$ cat config.mk
export PLATFORM = sky130hd
export DESIGN_NAME = regfile_param_flat
export DESIGN_NICKNAME = d
export VERILOG_FILES = /design/src/rtl/regfile_pkg.sv /design/src/rtl/regfile_if.sv /design/src/rtl/regfile_clear_fsm.sv /design/src/rtl/regfile_param.sv /design/src/flat_wrapper.sv
export SDC_FILE = /design/constraint.sdc
export NUM_CORES = 2
export LEC_CHECK = 0
export BUFFER_PORTS_ARGS = -buffer_cell sky130_fd_sc_hd__buf_2
export CAP_MARGIN = 25
export CORE_ASPECT_RATIO = 1.25
export CORE_UTILIZATION = 30
export DETAILED_ROUTE_END_ITERATION = 16
export PLACE_DENSITY_LB_ADDON = 0.15
export SETUP_SLACK_MARGIN = 0.15
export SKIP_LAST_GASP = 1
export SYNTH_ARGS = -nofsm -noshare
export SYNTH_HDL_FRONTEND = slang
export SYNTH_SLANG_ARGS = --single-unit
$ cat constraint.sdc
create_clock -name clk -period 202.4 [get_ports clk]
set_input_delay 30.36 -clock clk [delete_from_list [all_inputs] [get_ports clk]]
set_output_delay 30.36 -clock clk [all_outputs]
set_load 0.005 [all_outputs]
$ cat src/rtl/regfile_pkg.sv
// Shared types and defaults for the parameterised register file.
// Write-through bypass is enabled by defining REGFILE_BYPASS_EN.
package regfile_pkg;

  typedef enum logic {
    IDLE,
    CLEAR
  } clrState_e;

  localparam int DEF_XLEN  = 64;
  localparam int DEF_NREGS = 32;
  localparam int DEF_NRD   = 2;

endpackage

$ cat src/rtl/regfile_if.sv
// Register file access bundle: write port, read ports and clear handshake.
// The master drives requests; the slave is the register file.
interface regfile_if
  import regfile_pkg::*;
#(
  parameter int XLEN  = DEF_XLEN,
  parameter int NREGS = DEF_NREGS,
  parameter int NRD   = DEF_NRD
);
  localparam int AW = $clog2(NREGS);

  logic              RegWrite;
  logic [AW-1:0]     RD;
  logic [XLEN-1:0]   WriteData;
  logic [NRD*AW-1:0] RS;
  logic [NRD*XLEN-1:0] ReadData;
  logic              clr_req;
  logic              busy;
  logic              clr_done;

  modport master (
    output RegWrite, RD, WriteData, RS, clr_req,
    input  ReadData, busy, clr_done
  );

  modport slave (
    input  RegWrite, RD, WriteData, RS, clr_req,
    output ReadData, busy, clr_done
  );
endinterface

$ cat src/rtl/regfile_clear_fsm.sv
// Clear sequencer: walks a pointer from 1 to NREGS-1, one register per cycle.
// busy and clrDone are registered; reset aborts a clear without clrDone.
module regfile_clear_fsm
  import regfile_pkg::*;
#(
  parameter int NREGS = DEF_NREGS,
  parameter int AW    = $clog2(NREGS)
) (
  input  logic          clk,
  input  logic          reset,
  input  logic          clrReq,
  output logic          busy,
  output logic          clrDone,
  output logic          clrEn,
  output logic [AW-1:0] clrPtr
);

  localparam logic [AW-1:0] LAST = AW'(NREGS - 1);

  clrState_e state;
  logic [AW-1:0] ptr;

  always_ff @(posedge clk or posedge reset) begin
    if (reset) begin
      state   <= IDLE;
      ptr     <= AW'(1);
      busy    <= 1'b0;
      clrDone <= 1'b0;
    end else begin
      unique case (state)
        IDLE: begin
          clrDone <= 1'b0;
          if (clrReq) begin
            state   <= CLEAR;
            ptr     <= AW'(1);
            busy    <= 1'b1;
            clrDone <= (NREGS == 2);
          end
        end
        CLEAR: begin
          // clrReq is deliberately not looked at here: no restart
          if (ptr == LAST) begin
            state   <= IDLE;
            busy    <= 1'b0;
            clrDone <= 1'b0;
          end else begin
            ptr     <= ptr + AW'(1);
            clrDone <= (ptr == LAST - AW'(1));
          end
        end
        default: state <= IDLE;
      endcase
    end
  end

  assign clrEn  = (state == CLEAR);
  assign clrPtr = ptr;

endmodule

$ cat src/rtl/regfile_param.sv
// Parameterised multi-port register file with x0 hard-wired to zero.
// Optional write-through on read ports via REGFILE_BYPASS_EN.
module regfile_param
  import regfile_pkg::*;
#(
  parameter int XLEN  = DEF_XLEN,
  parameter int NREGS = DEF_NREGS,
  parameter int NRD   = DEF_NRD
) (
  input logic     clk,
  input logic     reset,
  regfile_if.slave bus
);

  localparam int AW = $clog2(NREGS);

  logic [XLEN-1:0] regs [NREGS];
  logic            busy;
  logic            clrDone;
  logic            clrEn;
  logic [AW-1:0]   clrPtr;
  logic            we;

  regfile_clear_fsm #(
    .NREGS (NREGS),
    .AW    (AW)
  ) u_clr (
    .clk     (clk),
    .reset   (reset),
    .clrReq  (bus.clr_req),
    .busy    (busy),
    .clrDone (clrDone),
    .clrEn   (clrEn),
    .clrPtr  (clrPtr)
  );

  assign we = bus.RegWrite && !busy && (bus.RD != '0);

  always_ff @(posedge clk or posedge reset) begin
    if (reset) begin
      for (int i = 0; i < NREGS; i++) begin
        regs[i] <= '0;
      end
    end else if (clrEn) begin
      regs[clrPtr] <= '0;
    end else if (we) begin
      regs[bus.RD] <= bus.WriteData;
    end
  end

  logic [NRD*XLEN-1:0] rdAll;
  logic [AW-1:0]       rsK;

  always_comb begin
    rdAll = '0;
    rsK   = '0;
    for (int k = 0; k < NRD; k++) begin
      rsK = bus.RS[k*AW +: AW];
      if (rsK != '0) begin
        rdAll[k*XLEN +: XLEN] = regs[rsK];
      end
`ifdef REGFILE_BYPASS_EN
      if (we && (rsK == bus.RD)) begin
        rdAll[k*XLEN +: XLEN] = bus.WriteData;
      end
`endif
    end
  end

  assign bus.ReadData = rdAll;
  assign bus.busy     = busy;
  assign bus.clr_done = clrDone;

endmodule
$ cat src/flat_wrapper.sv
// flat-port wrapper written by rule: the top's interface ports become plain ports
module regfile_param_flat import regfile_pkg::*;
#(
  parameter int XLEN  = DEF_XLEN,
  parameter int NREGS = DEF_NREGS,
  parameter int NRD   = DEF_NRD
)
  (clk, reset, bus_RegWrite, bus_RD, bus_WriteData, bus_RS, bus_clr_req, bus_ReadData, bus_busy, bus_clr_done);
  regfile_if #(.XLEN(XLEN), .NREGS(NREGS), .NRD(NRD)) bus_i ();
  input logic clk;
  input logic reset;
  input wire logic [$bits(bus_i.RegWrite)-1:0] bus_RegWrite;
  input wire logic [$bits(bus_i.RD)-1:0] bus_RD;
  input wire logic [$bits(bus_i.WriteData)-1:0] bus_WriteData;
  input wire logic [$bits(bus_i.RS)-1:0] bus_RS;
  input wire logic [$bits(bus_i.clr_req)-1:0] bus_clr_req;
  output wire logic [$bits(bus_i.ReadData)-1:0] bus_ReadData;
  output wire logic [$bits(bus_i.busy)-1:0] bus_busy;
  output wire logic [$bits(bus_i.clr_done)-1:0] bus_clr_done;
  assign bus_i.RegWrite = bus_RegWrite;
  assign bus_i.RD = bus_RD;
  assign bus_i.WriteData = bus_WriteData;
  assign bus_i.RS = bus_RS;
  assign bus_i.clr_req = bus_clr_req;
  assign bus_ReadData = bus_i.ReadData;
  assign bus_busy = bus_i.busy;
  assign bus_clr_done = bus_i.clr_done;
  regfile_param #(.XLEN(XLEN), .NREGS(NREGS), .NRD(NRD)) u_core (.clk(clk), .reset(reset), .bus(bus_i));
endmodule
==> impl_results.md <==
* Drt first pass iters at 5
* Tightest Pin Transition at 1262 ps
* Post-detailed-route DRC marker count at 0
* HPWL after detailed placement at about 260000 microns
* Time the final worst path needs with I/O delays and setup at around 66000 ps
* Resized cells post-CTS at 0
* Mapped Avg Cell Area at roughly 15 sq um
* Grt ovf at 0
* Data arrival time of the critical path at roughly 35000 ps
* HP Class: reg2reg
* WL met3 at a little over 40000 microns
* Clock root buffer: clkbuf_16
* Critical path peak fanout at 84
* Sequential cell area at 0.05145 sq mm
* Count of nets after finishing at 6944
* Max Clock Freq at between 15 and 20 MHz
* Largest clock skew in the final design at 57.52 ps
* Post-DR wirelength/cell at 43.19 microns
* Post-route worst setup slack at 136810 ps
* Largest net degree at the start of global routing at around 180
* Routed vias at slightly below 80000
* Leakage power total at between 0.05 and 0.06 uW
* Endpoint required time on the critical path at 172040 ps
* Post-synthesis cell type count at 60
* Flip-flop cell with the highest count after synthesis: dfrtp_1
* Synth cell count leaders: 2055 x dfrtp_1, 1986 x a22o_1, 1056 x mux4_2
* Initial antenna violation count at 56
* Final Max Tran Viols at 0
* YS warnings at 0
* Leading cell type by number of instances after synthesis: dfrtp_1
* Hold-fix buffers, CTS at 0
* Cell area after synthesis at 0.1051 sq mm
* Starting DRC count in detailed routing at ~8900
* Overall routing resource usage at 28.08%
* Power density normalized to cell area at between 8 and 9 mW/mm^2
* Worst slew margin relative to its limit at between 10% and 20%
* Yosys top cell by area: dfrtp_1
* Total negative setup slack at 0 ps
* Post-synth top area share at between 40% and 50%
* Source-to-sink clock delay at the later pin of the worst-skew pair at roughly 950 ps
* FFs w/ async S/R, synth at 100.0%
* Floorplan core area at 0.3482 sq mm
* Share of cells above drive strength 1 at around 28%
* Worst-path clk slew at ~60 ps
* H-tree depth at 4
* Total area of multi-input combinational cells at between 0.04 and 0.05 sq mm
* Post-Synthesis Cells at roughly 7100
* Via count of the first global-routing pass at roughly 80000
* Post-CTS setup-driven buffer insertion count at 0
* Endpoints failing hold at 0
* Placer congestion estimate at 0.8195
* ANT nets after route at 0
* Number of buffers between clock root and the deepest sink at 4
* Final Cycle Share at about 32%
* DIE AREA at ~0.35 sq mm
* Die width at roughly 530 microns
* Final setup violation count at 0
* Fill cells at 33410
* Net Count, Synth at ~7200
* Largest cells by area after synthesis: dfrtp_1 49%, mux4_2 23%, a22o_1 17%
* Area growth from synthesis to final layout at 12.82%
* Clk sinks at ~2100
* Worst IR drop on VDD at 0.008585 mV
* Effective utilization at floorplan at just over 30%
* Result of the run: complete, no violations
* I/O pin total at about 210
* Kind of critical path: in2out
* Crit. End Element: output pin
* Via-per-instance ratio at approximately 6.6
* Nature of the critical path startpoint: input pin
* DP Worst Slack at about 140000 ps
* Total of buffers placed on input and output ports at around 210
* DR WL met2 at 238200 microns
* Y dimension of the die at ~660 microns
* # Max-Cap Violations at 0
* Standard-cell rows at between 200 and 250
* Global-route wire length before repair at 696100 microns
* FF+latch count, synth at around 2000
* Highest layer used for signal routing: met5
* Total wire length after detailed routing at just over 500000 microns
* RSZ-0062 raised after global routing: false
* Portion of the post-synthesis area used by sequential elements at 48.93%
* Number of flops mapped to enable cells by yosys at 0
* DRT met1 WL at slightly below 200000 microns
* TritonCTS clock tree: built
* Number of buffers inserted during clock tree synthesis at approximately 230
## path summary, 6_finish.rpt
| path | start | endpoint | slack, ps | depth (start not counted) |
|---|---|---|---|---|
| worst max-delay path | bus_RS[6] | bus_ReadData[101] | 136810 | 9 |
| worst min-delay path | u_core.regs[2003]$_DFFE_PP0P_ | u_core.regs[2003]$_DFFE_PP0P_ | 480 | 1 |
| worst max register to register | u_core.u_clr.clrEn$_DFF_PP0_ | u_core.regs[915]$_DFFE_PP0P_ | 197480 | 7 |
| worst min register to register | u_core.regs[2003]$_DFFE_PP0P_ | u_core.regs[2003]$_DFFE_PP0P_ | 480 | 1 |
| max in group asynchronous | reset | u_core.regs[997]$_DFFE_PP0P_ | 167020 | 8 |
| min in group asynchronous | reset | u_core.u_clr.clrPtr[2]$_DFFE_PP0P_ | 29630 | 2 |
## cells by family after synthesis
kind of cell,count (synthesis),share of synthesized area (%)
buffers and inverters,971,4.104
XOR/XNOR,3,0.02499
flip-flops,2056,48.93
AO/OA/AOI/OAI,2348,18.90
multiplexers,1438,26.30
adder cells (fa/ha/maj),5,0.05950
AND/OR/NAND/NOR,310,1.678
## sequential cells by signal, indices dropped and copies added, names as in the netlist
register	cells
u_core.u_clr.clrDone	1
u_core.u_clr.clrPtr	5
u_core.u_clr.clrEn	1
u_core.regs	2048
u_core.u_clr.busy	1
## stage by stage
step	power [uW]	utilization, %	hold WS (ps)	cell area [sq um]	instances
finish	1046	34.07	481.0	118600	11700
global route	1071	34.05	505.1	118600	11680
CTS	1050	33.99	485.4	118400	11660
detailed placement	608.3	31.78	468.7	110700	11250
global placement	605.8	31.73	464.8	110500	11240
floorplan	527.1	-	448.6	105100	7131
## layout make-up
| class | instances | area share, % |
|---|---|---|
| Clock buffer | 339 | 5.759 |
| Sequential cell | 2056 | 43.37 |
| Multi-Input combinational cell | 4104 | 42.12 |
| Timing Repair Buffer | 455 | 3.057 |
| Inverter | 5 | 0.02215 |
| Antenna cell | 27 | 0.05696 |
| Tap cell | 4636 | 4.890 |
| Clock inverter | 74 | 0.7172 |
## worst max-delay path: stages
cell       delay, ps
buf_8            580
buf_4            740
buf_4            810
buf_4            860
mux4_2           420
mux4_2           510
a2bb2oi_1        190
o21ai_1          310
buf_2            250
## report_power, final
part           switching [uW]  internal (uW)
logic                     120           45.1
registers                13.0            426
clock network             189            253
total                     322            724
## per-layer routing
| layer | vias to the layer above | GRT usage, % |
|---|---|---|
| li1 | 28640 | - |
| met3 | 1198 | 5.936 |
| met4 | 32 | 15.07 |
| met1 | 43180 | 35.65 |
| met2 | 4725 | 44.82 |
| met5 | - | 0.1085 |
## cells in the final DEF, fill, tap and decap left out, types with 31 or more instances in the layout
master / count
a21oi_4: 31
dfrtp_1: 2055
mux4_2: 1056
nor2b_1: 36
buf_12: 36
nand2_1: 41
o22ai_1: 69
clkinv_2: 46
buf_4: 196
a2bb2oi_1: 50
and2_1: 75
a22o_1: 1986
mux2i_1: 345
clkbuf_1: 48
buf_2: 203
a21o_1: 38
clkbuf_16: 235
clkbuf_8: 56
mux2_2: 37
o21ai_1: 50
Note: power is estimated with default switching activity, not from simulation.
